## src/rtl/multicycle_control_fsm_if.sv

```systemverilog
// multicycle_control_fsm_if
//   Bundle between the multi-cycle sequencing controller and the datapath.
//   master: controller side (reads opcode/flags/handshake, drives controls)
//   slave : datapath side (drives opcode/flags/handshake, reads controls)
//   Signals:
//     instr_op[5:0]  opcode from IR[31:26]
//     zero           ALU zero flag
//     mem_ready      memory completes current read/write this cycle
//     pc_write, pc_write_cond, i_or_d, mem_read, mem_write, ir_write,
//     mem_to_reg, reg_dst, reg_write, alu_src_a, alu_src_b[1:0],
//     alu_op[1:0], pc_source[1:0]   datapath mux selects and enables
interface multicycle_control_fsm_if;
  logic [5:0] instr_op;
  logic       zero;
  logic       mem_ready;
  logic       pc_write;
  logic       pc_write_cond;
  logic       i_or_d;
  logic       mem_read;
  logic       mem_write;
  logic       ir_write;
  logic       mem_to_reg;
  logic       reg_dst;
  logic       reg_write;
  logic       alu_src_a;
  logic [1:0] alu_src_b;
  logic [1:0] alu_op;
  logic [1:0] pc_source;

  modport master (
    input  instr_op, zero, mem_ready,
    output pc_write, pc_write_cond, i_or_d, mem_read, mem_write, ir_write,
           mem_to_reg, reg_dst, reg_write, alu_src_a, alu_src_b, alu_op,
           pc_source
  );

  modport slave (
    output instr_op, zero, mem_ready,
    input  pc_write, pc_write_cond, i_or_d, mem_read, mem_write, ir_write,
           mem_to_reg, reg_dst, reg_write, alu_src_a, alu_src_b, alu_op,
           pc_source
  );
endinterface

```

## src/rtl/multicycle_control_fsm.sv

```systemverilog
// multicycle_control_fsm
//   Sequencing controller for the multi-cycle CPU datapath. Steps shared
//   ALU, register file, PC and unified memory through fetch, decode,
//   execute, memory and write-back; stalls on mem_ready; counts retired
//   instructions.
//   Parameters:
//     CNT_W       width of the retired-instruction counter (default 16)
//   Ports:
//     clk         rising-edge clock
//     rst_n       synchronous reset, active low (forces all outputs to 0)
//     bus         multicycle_control_fsm_if.master (opcode, zero, mem_ready
//                 in; datapath controls out)
//     illegal_op  one-cycle pulse in DECODE on an unsupported opcode
//     retired     retired-instruction count (wraps)
//     state       current state encoding (debug)
//   Build option:
//     MC_JUMP_EN  when defined, opcode 6'h02 (J) is executed via the JUMP
//                 state; otherwise J is treated as illegal.
module multicycle_control_fsm #(
  parameter int unsigned CNT_W = 16
) (
  input  logic                     clk,
  input  logic                     rst_n,
  multicycle_control_fsm_if.master bus,
  output logic                     illegal_op,
  output logic [CNT_W-1:0]         retired,
  output logic [3:0]               state
);

  localparam logic [3:0] S_FETCH    = 4'd0;
  localparam logic [3:0] S_DECODE   = 4'd1;
  localparam logic [3:0] S_MEM_ADDR = 4'd2;
  localparam logic [3:0] S_MEM_RD   = 4'd3;
  localparam logic [3:0] S_MEM_WB   = 4'd4;
  localparam logic [3:0] S_MEM_WR   = 4'd5;
  localparam logic [3:0] S_R_EXEC   = 4'd6;
  localparam logic [3:0] S_R_WB     = 4'd7;
  localparam logic [3:0] S_I_EXEC   = 4'd8;
  localparam logic [3:0] S_I_WB     = 4'd9;
  localparam logic [3:0] S_BRANCH   = 4'd10;
`ifdef MC_JUMP_EN
  localparam logic [3:0] S_JUMP     = 4'd11;
  localparam logic [5:0] OP_J       = 6'h02;
`endif

  localparam logic [5:0] OP_RTYPE = 6'h00;
  localparam logic [5:0] OP_ADDI  = 6'h08;
  localparam logic [5:0] OP_LW    = 6'h23;
  localparam logic [5:0] OP_SW    = 6'h2B;
  localparam logic [5:0] OP_BEQ   = 6'h04;

  typedef struct packed {
    logic       pc_write;
    logic       pc_write_cond;
    logic       i_or_d;
    logic       mem_read;
    logic       mem_write;
    logic       ir_write;
    logic       mem_to_reg;
    logic       reg_dst;
    logic       reg_write;
    logic       alu_src_a;
    logic [1:0] alu_src_b;
    logic [1:0] alu_op;
    logic [1:0] pc_source;
  } ctrl_t;

  logic [3:0]       state_q;
  logic [3:0]       next_state;
  logic [CNT_W-1:0] retired_q;
  ctrl_t            ctrl_d;
  logic             illegal_d;
  logic             retire;

  always_comb begin
    next_state = state_q;
    ctrl_d     = '0;
    illegal_d  = 1'b0;
    retire     = 1'b0;
    case (state_q)
      S_FETCH: begin
        ctrl_d.mem_read = 1'b1;
        // IR/PC strobes only in the cycle memory delivers the word
        if (bus.mem_ready) begin
          ctrl_d.ir_write  = 1'b1;
          ctrl_d.pc_write  = 1'b1;
          ctrl_d.alu_src_b = 2'b01;
          next_state       = S_DECODE;
        end
      end
      S_DECODE: begin
        ctrl_d.alu_src_b = 2'b11;
        case (bus.instr_op)
          OP_LW, OP_SW: next_state = S_MEM_ADDR;
          OP_RTYPE:     next_state = S_R_EXEC;
          OP_ADDI:      next_state = S_I_EXEC;
          OP_BEQ:       next_state = S_BRANCH;
`ifdef MC_JUMP_EN
          OP_J:         next_state = S_JUMP;
`endif
          default: begin
            illegal_d  = 1'b1;
            next_state = S_FETCH;
          end
        endcase
      end
      S_MEM_ADDR: begin
        ctrl_d.alu_src_a = 1'b1;
        ctrl_d.alu_src_b = 2'b10;
        next_state = (bus.instr_op == OP_SW) ? S_MEM_WR : S_MEM_RD;
      end
      S_MEM_RD: begin
        ctrl_d.mem_read = 1'b1;
        ctrl_d.i_or_d   = 1'b1;
        if (bus.mem_ready) next_state = S_MEM_WB;
      end
      S_MEM_WB: begin
        ctrl_d.reg_write  = 1'b1;
        ctrl_d.mem_to_reg = 1'b1;
        retire            = 1'b1;
        next_state        = S_FETCH;
      end
      S_MEM_WR: begin
        ctrl_d.mem_write = 1'b1;
        ctrl_d.i_or_d    = 1'b1;
        if (bus.mem_ready) begin
          retire     = 1'b1;
          next_state = S_FETCH;
        end
      end
      S_R_EXEC: begin
        ctrl_d.alu_src_a = 1'b1;
        ctrl_d.alu_op    = 2'b10;
        next_state       = S_R_WB;
      end
      S_R_WB: begin
        ctrl_d.reg_write = 1'b1;
        ctrl_d.reg_dst   = 1'b1;
        retire           = 1'b1;
        next_state       = S_FETCH;
      end
      S_I_EXEC: begin
        ctrl_d.alu_src_a = 1'b1;
        ctrl_d.alu_src_b = 2'b10;
        next_state       = S_I_WB;
      end
      S_I_WB: begin
        ctrl_d.reg_write = 1'b1;
        retire           = 1'b1;
        next_state       = S_FETCH;
      end
      S_BRANCH: begin
        ctrl_d.alu_src_a     = 1'b1;
        ctrl_d.alu_op        = 2'b01;
        ctrl_d.pc_write_cond = 1'b1;
        ctrl_d.pc_source     = 2'b01;
        retire               = 1'b1;
        next_state           = S_FETCH;
      end
`ifdef MC_JUMP_EN
      S_JUMP: begin
        ctrl_d.pc_write  = 1'b1;
        ctrl_d.pc_source = 2'b10;
        retire           = 1'b1;
        next_state       = S_FETCH;
      end
`endif
      default: next_state = S_FETCH;
    endcase
  end

  always_ff @(posedge clk) begin
    if (!rst_n) begin
      state_q   <= S_FETCH;
      retired_q <= '0;
    end else begin
      state_q <= next_state;
      if (retire) retired_q <= retired_q + CNT_W'(1);
    end
  end

  // Outputs are gated by rst_n so nothing (not even the fetch read) leaks
  // out while reset is held, regardless of the registered state.
  assign {bus.pc_write, bus.pc_write_cond, bus.i_or_d, bus.mem_read,
          bus.mem_write, bus.ir_write, bus.mem_to_reg, bus.reg_dst,
          bus.reg_write, bus.alu_src_a, bus.alu_src_b, bus.alu_op,
          bus.pc_source} = rst_n ? ctrl_d : '0;
  assign illegal_op = rst_n & illegal_d;
  assign retired    = rst_n ? retired_q : '0;
  assign state      = rst_n ? state_q : '0;

endmodule
```

## src/flat_wrapper.sv

```systemverilog
// flat-port wrapper written by rule: the top's interface ports become plain ports
module multicycle_control_fsm_flat 
#(
  parameter int unsigned CNT_W = 16
)
  (clk, rst_n, illegal_op, retired, state, bus_instr_op, bus_zero, bus_mem_ready, bus_pc_write, bus_pc_write_cond, bus_i_or_d, bus_mem_read, bus_mem_write, bus_ir_write, bus_mem_to_reg, bus_reg_dst, bus_reg_write, bus_alu_src_a, bus_alu_src_b, bus_alu_op, bus_pc_source);
  multicycle_control_fsm_if bus_i ();
  input  logic clk;
  input  logic rst_n;
  output logic illegal_op;
  output logic [CNT_W-1:0] retired;
  output logic [3:0] state;
  input wire logic [$bits(bus_i.instr_op)-1:0] bus_instr_op;
  input wire logic [$bits(bus_i.zero)-1:0] bus_zero;
  input wire logic [$bits(bus_i.mem_ready)-1:0] bus_mem_ready;
  output wire logic [$bits(bus_i.pc_write)-1:0] bus_pc_write;
  output wire logic [$bits(bus_i.pc_write_cond)-1:0] bus_pc_write_cond;
  output wire logic [$bits(bus_i.i_or_d)-1:0] bus_i_or_d;
  output wire logic [$bits(bus_i.mem_read)-1:0] bus_mem_read;
  output wire logic [$bits(bus_i.mem_write)-1:0] bus_mem_write;
  output wire logic [$bits(bus_i.ir_write)-1:0] bus_ir_write;
  output wire logic [$bits(bus_i.mem_to_reg)-1:0] bus_mem_to_reg;
  output wire logic [$bits(bus_i.reg_dst)-1:0] bus_reg_dst;
  output wire logic [$bits(bus_i.reg_write)-1:0] bus_reg_write;
  output wire logic [$bits(bus_i.alu_src_a)-1:0] bus_alu_src_a;
  output wire logic [$bits(bus_i.alu_src_b)-1:0] bus_alu_src_b;
  output wire logic [$bits(bus_i.alu_op)-1:0] bus_alu_op;
  output wire logic [$bits(bus_i.pc_source)-1:0] bus_pc_source;
  assign bus_i.instr_op = bus_instr_op;
  assign bus_i.zero = bus_zero;
  assign bus_i.mem_ready = bus_mem_ready;
  assign bus_pc_write = bus_i.pc_write;
  assign bus_pc_write_cond = bus_i.pc_write_cond;
  assign bus_i_or_d = bus_i.i_or_d;
  assign bus_mem_read = bus_i.mem_read;
  assign bus_mem_write = bus_i.mem_write;
  assign bus_ir_write = bus_i.ir_write;
  assign bus_mem_to_reg = bus_i.mem_to_reg;
  assign bus_reg_dst = bus_i.reg_dst;
  assign bus_reg_write = bus_i.reg_write;
  assign bus_alu_src_a = bus_i.alu_src_a;
  assign bus_alu_src_b = bus_i.alu_src_b;
  assign bus_alu_op = bus_i.alu_op;
  assign bus_pc_source = bus_i.pc_source;
  multicycle_control_fsm #(.CNT_W(CNT_W)) u_core (.clk(clk), .rst_n(rst_n), .bus(bus_i), .illegal_op(illegal_op), .retired(retired), .state(state));
endmodule
```

## config.mk

```make
export PLATFORM = sky130hd
export DESIGN_NAME = multicycle_control_fsm_flat
export DESIGN_NICKNAME = d
export VERILOG_FILES = /design/src/rtl/multicycle_control_fsm_if.sv /design/src/rtl/multicycle_control_fsm.sv /design/src/flat_wrapper.sv
export SDC_FILE = /design/constraint.sdc
export NUM_CORES = 1
export LEC_CHECK = 0
export CAP_MARGIN = 0
export CORE_MARGIN = 2
export CORE_UTILIZATION = 51
export CTS_BUF_LIST = sky130_fd_sc_hd__clkbuf_8
export DETAILED_ROUTE_END_ITERATION = 12
export GPL_TIMING_DRIVEN = 0
export HOLD_SLACK_MARGIN = 0.12
export PLACE_DENSITY = 0.88
export SETUP_SLACK_MARGIN = 0.05
export SYNTH_ARGS = -nofsm -noshare
export SYNTH_HDL_FRONTEND = slang
export SYNTH_SLANG_ARGS = --single-unit
```

## constraint.sdc

```tcl
create_clock -name clk -period 3.3 [get_ports clk]
set_input_delay 0.825 -clock clk [delete_from_list [all_inputs] [get_ports clk]]
set_output_delay 0.825 -clock clk [all_outputs]
set_load 0.05 [all_outputs]
```

==> implementation parameters, run 1 <==
Parameter                              Value

Min path
  Class of the tightest hold or removal check ... flop to flop
  Hold wc startpoint ... u_core.retired_q[14]
  Worst Hold Path EP ... u_core.retired_q[14]
  WHS Path Cells ... 2

Global routing
  Grt peak-use layer ... met2
  Pin count of the biggest net entering global routing ... 11
  Met2 routing resource usage after global routing ... 35.7%
  Met3 usage ... 4.61%
  Met1 track utilization from global routing ... 31.5%
  Global-route wire length before repair ... between 5000 and 6000 um
  Overflow after GRT ... 0
  Vias in the first global route ... 1336
  Overall track demand over capacity in global routing ... 22.8%
  Initial antenna violation count ... 0

STA
  Hold violation total from the final report ... 0
  Final WS setup ... 0.106 ns
  Final count of pins violating max slew ... 0
  Tightest hold margin ... between 0.4 and 0.5 ns
  Final worst path period need ... about 3.2 ns
  Setup-failing EPs final ... 0
  Measured slew at the worst slew-check pin ... 0.522 ns
  Max Clock Freq ... 0.313 GHz
  Setup clock skew after layout ... roughly 0.0023 ns
  RSZ-0062 raised after global routing ... no
  Post-route fraction of the period consumed by the critical path ... 96.8%
  Setup tns final ... 0 ns
  Headroom to the max-slew limit ... 65.2%

Clock tree
  CTS root buffer ... clkbuf_8
  Total number of H-tree levels ... 1
  Number of setup buffers added after CTS ... 0
  Clock transition time at the flip-flop clock pins of the worst setup and hold paths ... 0.07 ns
  Sink count of the clock tree ... 20
  Hold-fix buffers at CTS ... 0
  Clk_lat worst skew ... 0.26 ns
  Max clock buf depth ... 2
  Clock tree from TritonCTS ... built
  TritonCTS Buffers ... 3

Finish
  Filler cells ... between 200 and 250
  Final cell area excluding filler cells ... 1940 sq um
  Fraction of final layout cells sized beyond drive strength 1 ... 11.9%
  Post-Route Utilization ... a little under three quarters
  Final instance count without filler cells ... about 270
  Diodes inserted ... 0
  Leading cell type in the layout, fill and taps excluded ... nor2_1
  Growth of design area from synthesis to finish ... 36.9%
  Commonest cells after routing, fill and taps aside ... nor2_1 (27), dlygate4sd2_1 (22), dfxtp_1 (20), nand2_1 (18), and2_1 (16)
  Count of nets after finishing ... between 200 and 300

Worst setup path
  Worst EP required ... 2.47 ns
  Endpoint of the worst register-to-register path ... u_core.retired_q[15]
  Cell type with the highest occurrence count on the critical path ... nor3_1
  Maximum fanout along the worst path ... 3
  Startpoint of the worst-slack reg-to-reg timing path ... u_core.state_q[3]
  Stage delay of the slowest cell on the critical path ... ~0.45 ns
  Critical Path Sink Type ... output pin
  Critical-path top delay cell ... clkdlybuf4s15_1
  Critical Path, Cell by Cell ... clkdlybuf4s50_1, nor3_1, nand2_1, a21oi_1, nor3_1, clkdlybuf4s15_1
  Setup CP Type ... input port to output pin
  Worst Setup Start Kind ... input port
  Worst Reg-to-Reg Cells ... 5
  Worst reg2reg setup slack ... around 1.3 ns
  Arrival @ worst endpoint ... around 2.4 ns

Logic synthesis
  Fraction of the mapped netlist area in adder cells ... 0.881%
  Xor and xnor fraction of the mapped netlist area ... 4.32%
  Share of the synthesized area in compound gates (AO/OA/AOI/OAI) ... 17.1%
  Cell count after synthesis ... 196
  Synthesized netlist net count ... 207
  Async S/R FF share, synth ... 0%
  Synth Cell Area ... 1420 sq um
  Ys Warns ... 0
  Number of synthesized flops with an enable pin ... 0
  Mux share of post-synthesis cell area ... 3.08%
  Basic-gate share of the synthesized area counting and, or, nand and nor cells ... between 30 and 40%
  Most common flop cell mapped by yosys ... dfxtp_1
  Count of cell types in the netlist ... 44
  Sequential share of the synthesized area ... 28.2%
  Synthesized flop and latch total ... 20
  Avg Synthesized Cell Area ... between 7 and 8 sq um
  Main combinational cell family by area after synthesis ... simple AND/OR/NAND/NOR gates

Floorplanning
  Core box area ... 2710 sq um
  Die width ... 56.8 um
  Initial standard-cell utilization of the core ... a little over half
  DIE HEIGHT ... 56.8 um
  Site row count ... 19
  Io pins ... 47
  DIE AREA ... 3220 sq um

Power
  Power per cell area ... 257 nW/um^2
  Total leakage power ... 0.830 nW
  Sum of internal, switching and leakage power ... approximately 0.5 mW
  Worst IR drop on VDD ... approximately 0.27 mV

Routing
  Total routed wirelength ... 3590 um
  Wire per inst ... between 10 and 15 um
  Initial drt markers ... 93
  Via Count ... between 1500 and 2000
  Average via count per standard cell ... 5.67
  Pre-Repair DR Iteration Count ... 4
  Antenna Nets Post-Route ... 0
  Number of design rule violations left after detail routing ... 0

Placement
  Sum of net half-perimeters after detailed placement ... 2680 um
  Pre-CTS WS ... -0.944 ns
  IO Port Bufs ... 44
  Placed inst area ... 1920 sq um
  Placed cell count ... 271
  Final weighted congestion of routability-driven global placement ... 0.928

Status
  Run status ... complete, no violations

Flow run
  Total of max-cap violations ... 0
==> sequential cells by signal (all words and copies together), names as in the netlist <==
| register | count |
|---|---|
| u_core.retired_q | 16 |
| u_core.state_q | 4 |
==> power by group <==
group	switching, mW	internal (mW)	leakage (nW)
Combinational	0.0629	0.0317	0.647
Sequential	0.00200	0.244	0.161
Clock	0.0775	0.0814	0.0216
Total	0.142	0.357	0.830
==> repair_timing <==
action                                  CTS  global route
hold endpoints to repair                  0             0
resized for setup                        59             4
cloned                                    0             0
endpoints found under the setup margin   36             4
==> logic make-up (layout without fill, tap and decap cells) <==
| family | Yosys count | after routing |
|---|---|---|
| xor+xnor | 7 | 7 |
| buf+inv | 22 | 69 |
| flops | 20 | 20 |
| other cells | 1 | 1 |
| fa+ha+maj | 1 | 1 |
| compound gates | 37 | 37 |
| simple gates | 104 | 104 |
| mux | 4 | 4 |
==> cell usage after synthesis (2+ instances only) <==
cell	n	area [sq um]
nor2b_1	4	25.0
o21ai_0	12	60.1
nor2_1	27	101
o31ai_1	4	30.0
nor3_1	8	40.0
dfxtp_1	20	400
nor4_1	2	12.5
and3_1	3	18.8
xor2_1	4	35.0
nand4_1	3	18.8
mux2_2	3	33.8
or3_1	4	25.0
and4_1	2	17.5
a21oi_1	8	40.0
a32oi_1	2	17.5
nand2b_1	6	37.5
and2_1	16	100
nand2_1	18	67.6
inv_1	8	30.0
nand4b_1	2	17.5
buf_4	5	37.5
xnor2_1	3	26.3
nand3_1	4	20.0
clkbuf_1	8	30.0
==> cell type report <==
cell class / instances / area [sq um] / area share (%)
Timing Repair Buffer: 44 / 415 / 21.4
Sequential cell: 20 / 400 / 20.6
Clock buffer: 3 / 41.3 / 2.12
Multi-Input combinational cell: 154 / 940 / 48.3
Inverter: 8 / 30.0 / 1.54
Tap cell: 31 / 38.8 / 1.99
Buffer: 14 / 78.8 / 4.05
==> metal layers <==
| metal | part of all wire (%) | vias up |
|---|---|---|
| met5 | 0 | - |
| met4 | 0.98 | 0 |
| met3 | 7.1 | 4 |
| met2 | 46 | 65 |
| met1 | 46 | 708 |
| li1 | - | 776 |
==> worst max-delay path: cells and delay by family <==
kind	cells	cell delay (ns)
buf+inv	2	0.89
simple gates	3	0.50
compound gates	1	0.16
==> worst max-delay path by stage <==
| stage | start | endpoint | cells after the start |
|---|---|---|---|
| finish | bus_instr_op[1] | illegal_op | 6 |
| global placement | rst_n | bus_alu_op[0] | 6 |
| floorplan | rst_n | bus_mem_read | 3 |
| CTS | bus_instr_op[1] | illegal_op | 6 |
| detailed placement | rst_n | bus_alu_op[0] | 6 |
| global route | rst_n | bus_alu_op[0] | 6 |
Power figures use the tool's default switching activity.
==> inputs of run 2 (changes only) <==
--- a/config.mk
+++ b/config.mk
@@ -11,7 +11,7 @@
 export CTS_BUF_LIST = sky130_fd_sc_hd__clkbuf_8
 export DETAILED_ROUTE_END_ITERATION = 12
 export GPL_TIMING_DRIVEN = 0
-export HOLD_SLACK_MARGIN = 0.12
+export HOLD_SLACK_MARGIN = 0.08
 export PLACE_DENSITY = 0.88
 export SETUP_SLACK_MARGIN = 0.05
 export SYNTH_ARGS = -nofsm -noshare
==> results of run 2 <==
The final DEF is identical to that of run 1; final timing and power are the same.
==> inputs of run 3 (changes only) <==
--- a/config.mk
+++ b/config.mk
@@ -5,6 +5,7 @@
 export SDC_FILE = /design/constraint.sdc
 export NUM_CORES = 1
 export LEC_CHECK = 0
+export ABC_CLOCK_PERIOD_IN_PS = 3300
 export CAP_MARGIN = 0
 export CORE_MARGIN = 2
 export CORE_UTILIZATION = 51
==> results of run 3 <==
The final DEF is identical to that of run 1; final timing and power are the same.
